--- config.mk ---
export PLATFORM = sky130hd
export DESIGN_NAME = vector_packer
export DESIGN_NICKNAME = d
export VERILOG_FILES = /design/src/rtl/vector_packer.sv
export SDC_FILE = /design/constraint.sdc
export NUM_CORES = 1
export LEC_CHECK = 0
export BUFFER_PORTS_ARGS = -buffer_cell sky130_fd_sc_hd__buf_4
export CAP_MARGIN = 30
export CORE_ASPECT_RATIO = 1.75
export CORE_MARGIN = 2
export CORE_UTILIZATION = 40
export DETAILED_ROUTE_END_ITERATION = 12
export PLACE_DENSITY = 0.66
export REMOVE_ABC_BUFFERS = 1
export SETUP_SLACK_MARGIN = 0.1
export SYNTH_ARGS = -nofsm -noshare
export SYNTH_HDL_FRONTEND = slang
export SYNTH_SLANG_ARGS = --single-unit
--- constraint.sdc ---
create_clock -name clk -period 5.7 [get_ports clk]
set_input_delay 1.71 -clock clk [delete_from_list [all_inputs] [get_ports clk]]
set_output_delay 1.71 -clock clk [all_outputs]
set_load 0.03 [all_outputs]
--- src/rtl/vector_packer.sv ---
// Packs a stream of 32-bit float words into a VLEN-element flat vector and
// hands the finished vector downstream; short vectors are padded with +0.0.
module vector_packer #(
    parameter int VLEN = 4
) (
    input  logic                   clk,
    input  logic                   rst,
    input  logic [31:0]            in_data,
    input  logic                   in_valid,
    input  logic                   in_last,
    output logic                   in_ready,
    output logic [32*VLEN-1:0]     vector,
    output logic                   out_valid,
    input  logic                   out_ready,
    output logic [7:0]             elem_count
);

    typedef enum logic {S_FILL, S_FULL} state_t;

    state_t              r_state;
    logic [7:0]          r_idx;
    logic [32*VLEN-1:0]  r_vector;
    logic [7:0]          r_elem_count;
    logic                r_in_ready;
    logic                r_out_valid;

    logic                w_accept;
    logic                w_close;

    assign w_accept = in_valid && r_in_ready;
    assign w_close  = in_last || (r_idx == 8'(VLEN - 1));

    always_ff @(posedge clk or posedge rst) begin
        if (rst) begin
            r_state      <= S_FILL;
            r_idx        <= '0;
            r_vector     <= '0;
            r_elem_count <= '0;
            r_in_ready   <= 1'b0;
            r_out_valid  <= 1'b0;
        end else begin
            case (r_state)
                S_FILL: begin
                    r_in_ready <= 1'b1;
                    if (w_accept) begin
                        // Closing beat also clears every slot above it, so stale
                        // data from an earlier longer vector never leaks out.
                        for (int j = 0; j < VLEN; j++) begin
                            if (j == int'(r_idx))
                                r_vector[32*j +: 32] <= in_data;
                            else if (w_close && (j > int'(r_idx)))
                                r_vector[32*j +: 32] <= 32'h0000_0000;
                        end
                        if (w_close) begin
                            r_state      <= S_FULL;
                            r_idx        <= '0;
                            r_elem_count <= r_idx + 8'd1;
                            r_in_ready   <= 1'b0;
                            r_out_valid  <= 1'b1;
                        end else begin
                            r_idx <= r_idx + 8'd1;
                        end
                    end
                end
                S_FULL: begin
                    if (out_ready) begin
                        r_state     <= S_FILL;
                        r_out_valid <= 1'b0;
                        r_in_ready  <= 1'b1;
                    end
                end
            endcase
        end
    end

    assign in_ready   = r_in_ready;
    assign out_valid  = r_out_valid;
    assign vector     = r_vector;
    assign elem_count = r_elem_count;

endmodule

-- Yosys cells after proc, flatten, opt, wreduce, memory -nomap -nowiden
Index checks and enable logic that the tools add are counted.
- register bits: 147
- output and inout port bits: 138
- reductions and logical operators: 16
- equality and inequality tests: 7
- add/subtract/negate cells: 1
- bitwise logic cells: 1
- muxes and demuxes: 19
- magnitude comparators: 3
- operators with widths (operator ; count):
    two-way mux 32 bit ; 6
    AND reduction 3 bit ; 6
    equality test 3 x 8 -> 1 bit (first input constant) ; 2
    greater-than comparator 2 x 8 -> 1 bit (first input constant) ; 2
    two-way mux 1 bit ; 9
    adder 8 x 1 -> 8 bit (second input constant) ; 1
    equality test 2 x 8 -> 1 bit (first input constant) ; 1
    equality test 8 x 2 -> 1 bit (second input constant) ; 1
    greater-than comparator 1 x 8 -> 1 bit (first input constant) ; 1
    zero test 8 bit ; 1
    two-way mux 8 bit ; 1
    inequality test 2 bit (second input constant) ; 3
    one-hot mux 1 bit (2 select lines) ; 3
    nonzero test 2 bit ; 3
    logical AND 1 bit ; 4
    AND reduction 2 bit ; 1
    logical OR 1 bit ; 1
    inverter 1 bit ; 1

-- Logic depth before layout (Yosys ltp)
- word-level depth: 5
- gate-level depth with buffers: 7
- mapped depth without buffers: 5

-- Least setup slack after synthesis
Ideal clock, no wire load.
- path kind: input port to flip-flop
- start: in in_valid
- end: reg r_elem_count[0] (netlist: elem_count[0])
- slack: 2.832 ns
- cell stages on the path: 5
- arrival time: 2.743 ns
- setup time: 0.125 ns
- buffers on the path: 2
- cells stage by stage: and3b_1 -> buf_2 -> o21ai_1 -> buf_2 -> mux2_2
- word-level cells in the longest chain between the ends: 2
- RTL lines (what ; RTL line ; text):
    start: declaration ; 9 ; input logic in_valid,
    logical AND 1 bit ; 30 ; assign w_accept = in_valid && r_in_ready;
    AND reduction 3 bit (no source line) ; -- ;
    end signal: assignment ; 57 ; r_elem_count <= r_idx + 8'd1;
    end: declaration ; 23 ; logic [7:0] r_elem_count;
Every way passes these cells.
A chain may end at the register's enable or synchronous reset.

-- Final worst setup path
- start: in in_valid
- end: reg r_vector[23] (netlist: vector[23])
- word-level cells in the longest chain between the ends: 2
- RTL lines (what ; RTL line ; text):
    logical AND 1 bit ; 30 ;
    AND reduction 3 bit (no source line) ; -- ;
    end signal: indexed assignment ; 50 ; r_vector[32*j +: 32] <= in_data;
    end: declaration ; 22 ; logic [32*VLEN-1:0] r_vector;
Every way passes these cells.

==> impl_metrics.tcl <==
set metrics [dict create \
    status "finished, final reports clean" \
    initialDrtViolationCount 252 \
    finalHoldViolCount 0 \
    start_util_pct 40.5 \
    die_w_um 98.1 \
    path_class "in -> reg" \
    synthXorXnorAreaFrac_pct 0.847 \
    hold_end "vector[77]" \
    drt-wirelength-per-cell_um 18.3 \
    hold_ws_ps 483 \
    vias 4849 \
    final_max_slew_viol_count 0 \
    vias_per_cell 5.17 \
    antenna_cells 0 \
    combinationalPowerShare_pct 43.0 \
    io_buffers 174 \
    syn-mean-instance-area_um2 10.7 \
    h-tree-depth 4 \
    rsz0062_at_grt "no" \
    power.density_mw_per_mm2 556 \
    die_area_mm2 0.0166 \
    skew_ps 11.7 \
    timing.critical_path.required_ps 6000 \
    seqPwrFrac_pct 34.4 \
    worstHoldStart "vector[77]" \
    synth_compound_area_share_pct 9.86 \
    worst_slew_pin_slew_ps 858 \
    netlist_area_mm2 0.00620 \
    whs_path_depth 2 \
    reg2reg_from "r_idx[6]" \
    drt-total-wl_um 17200 \
    seq_area_frac_synth_pct 59.3 \
    cpPeakStageDelay_ps 740 \
    drc 0 \
    gp_congestion 0.830 \
    fmax_mhz 285 \
    grt_pass1_vias 5066 \
    p_leak_nw 4.03 \
    finalCritPeriodShare_pct 61.6 \
    track_usage_pct 21.2 \
    vdd_drop_max_mv 0.208 \
    grt_remaining_overflow 0 \
    synthMuxAreaShare_pct 9.08 \
    rrSetupSlack_ps 2620 \
    worstReg2RegEnd "vector[23]" \
    ys_ff_latch 147 \
    ctsResizeCount 0 \
    path_max_fanout 40 \
    die_height_um 169 \
    startpoint_type "input port" \
    clockBufferDepth 2 \
    coreArea_mm2 0.0153 \
    cp-end-kind "register" \
    layout_setup_ws_ps 2190 \
    power.internal_mw 2.72 \
    yosysWarnings 0 \
    grt_pass1_wl_um 27400 \
    design_power_total_mw 4.58 \
    root_buffer "clkbuf_16" \
    synth_cell_type_count 35 \
    io_pins 175 \
    power.share.switching_pct 40.7 \
    synthCells 578 \
    post-dp-hpwl_um 11600 \
    setup_tns_ps 0 \
    yosys.area_share.simple_pct 12.7 \
    post-cts-setup-buffers 0 \
    ys_top_cells_by_area "dfrtp_1 59%, o21ai_0 8.2%, mux2_4 7.3%" \
    cts_sinks 147 \
    setup_violations 0 \
    timing.slew.headroom_pct 42.8 \
    grt_max_degree 76 \
    critical_path.slowest_cell "and3b_2" \
    synthAdderAreaFrac_pct 1.01 \
    numCtsBuffers 17 \
    rows 60 \
    fin_nets 782 \
    place_ws_ps 1620 \
    clkTransAtPathRegs_ps 60 \
    worstPathArrival_ps 3810 \
    synth_top_cell_by_area "dfrtp_1" \
    drive_gt1_share_pct 35.0 \
    maxCapViolCount 0 \
    cts_tree "yes" \
    rr_worst_depth 4 \
    postCtsHoldBufs 0 \
    clock_latency_ps 420 \
    antenna_found_initial 0 \
    clkPwrFrac_pct 22.6 \
    path_cells "buf_4 -> and3b_2 -> nand3_4 -> mux2_4" \
    first_pass_iters 4 \
    synth_top_family_by_area "simple AND/OR/NAND/NOR gates" \
    p_sw_mw 1.86 \
    ant_nets 0 \
    syn_to_final_growth_pct 32.8 \
    hold_class "reg -> reg" \
    synth_top_area_share_pct 59.3 \
    fin_crit_ps 3510 \
]
==> power by group through the flow <==
stage	sequential (mW)	combinational (mW)	clock, mW
after CTS	1.58	1.97	1.06
after global routing	1.62	2.08	1.10
final	1.57	1.97	1.04
after detailed placement	1.59	1.96	0
after floorplan	2.21	0.532	0
after global placement	1.57	1.93	0
==> cells in the final DEF, fill, tap and decap left out, drive strengths merged, types with 5 or more instances in the layout <==
master / netlist / layout
nand2: 72 / 72
dfrtp: 147 / 147
o21ai: 103 / 103
nand3: 35 / 35
buf: 15 / 183
ha: 5 / 5
clkinv: 0 / 8
clkbuf: 25 / 17
nor3: 5 / 5
inv: 68 / 69
mux2: 40 / 40
nand4: 32 / 32
==> cell usage after synthesis <==
cell,number
clkbuf_1,25
mux2_4,30
and2_1,1
nand2_1,72
nor4_1,1
o21a_1,1
and3b_1,1
nand3_1,34
nor3_1,5
nor4_4,1
buf_6,3
o21ai_0,102
o211a_1,1
mux2_2,10
dfrtp_1,147
a22o_1,4
ha_1,5
nor2_1,4
inv_1,68
nand3b_1,1
buf_2,10
xor2_1,4
xnor2_1,2
buf_4,2
nand4_1,32
nand2b_1,1
a21o_1,2
and4b_1,1
a311o_1,1
nand3_4,1
o21ai_1,1
o21ba_2,1
or4b_2,1
o2111ai_1,1
and3_1,2
==> worst max path at each step <==
stage	start	to	slack [ps]	cells past startpoint
after CTS	in_valid	vector[110]	2020	4
final	in_valid	vector[23]	2190	4
after global routing	in_valid	vector[23]	2030	4
after global placement	in_valid	vector[114]	1720	5
after detailed placement	in_valid	vector[110]	1620	4
after floorplan	rst	elem_count[0]	40	1
==> through the flow <==
stage                     std cells  util, %  area (um^2)
after floorplan                 538        -         6010
after global placement          903     49.7         7610
after global routing            938     53.8         8240
after detailed placement        904     49.9         7640
after CTS                       935     53.4         8180
final                           938     53.8         8240
==> sequential cells by signal (all words and copies together) (netlist names) <==
name        cells
vector        128
r_idx           8
in_ready        1
out_valid       1
elem_count      8
r_state         1
==> area by class of cell <==
type / count / area, um^2
Clock inverter: 14 / 116
Sequential cell: 147 / 3680
Clock buffer: 17 / 425
Timing Repair Buffer: 183 / 1430
Tap cell: 186 / 233
Fill cell: 1354 / 7080
Inverter: 68 / 260
Multi-Input combinational cell: 323 / 2100
==> critical path: cells and delay by family <==
family        cells  cell delay, ps
buf+inv           1              80
mux               1             530
simple gates      2            1450
==> kinds of logic after synthesis <==
kind of cell             Yosys count
AO/OA/AOI/OAI                    114
XOR/XNOR                           6
adder cells (fa/ha/maj)            5
buffers and inverters            108
flip-flops                       147
multiplexers                      40
AND/OR/NAND/NOR                  158
==> per-layer routing <==
layer	global-route usage, %	up-vias	share of wire, %
li1	-	2261	-
met3	3.80	41	3.6
met4	13.4	0	4.9
met5	0	-	0
met1	23.8	2392	36
met2	36.8	155	55
Note: power is estimated with default switching activity, not from simulation.
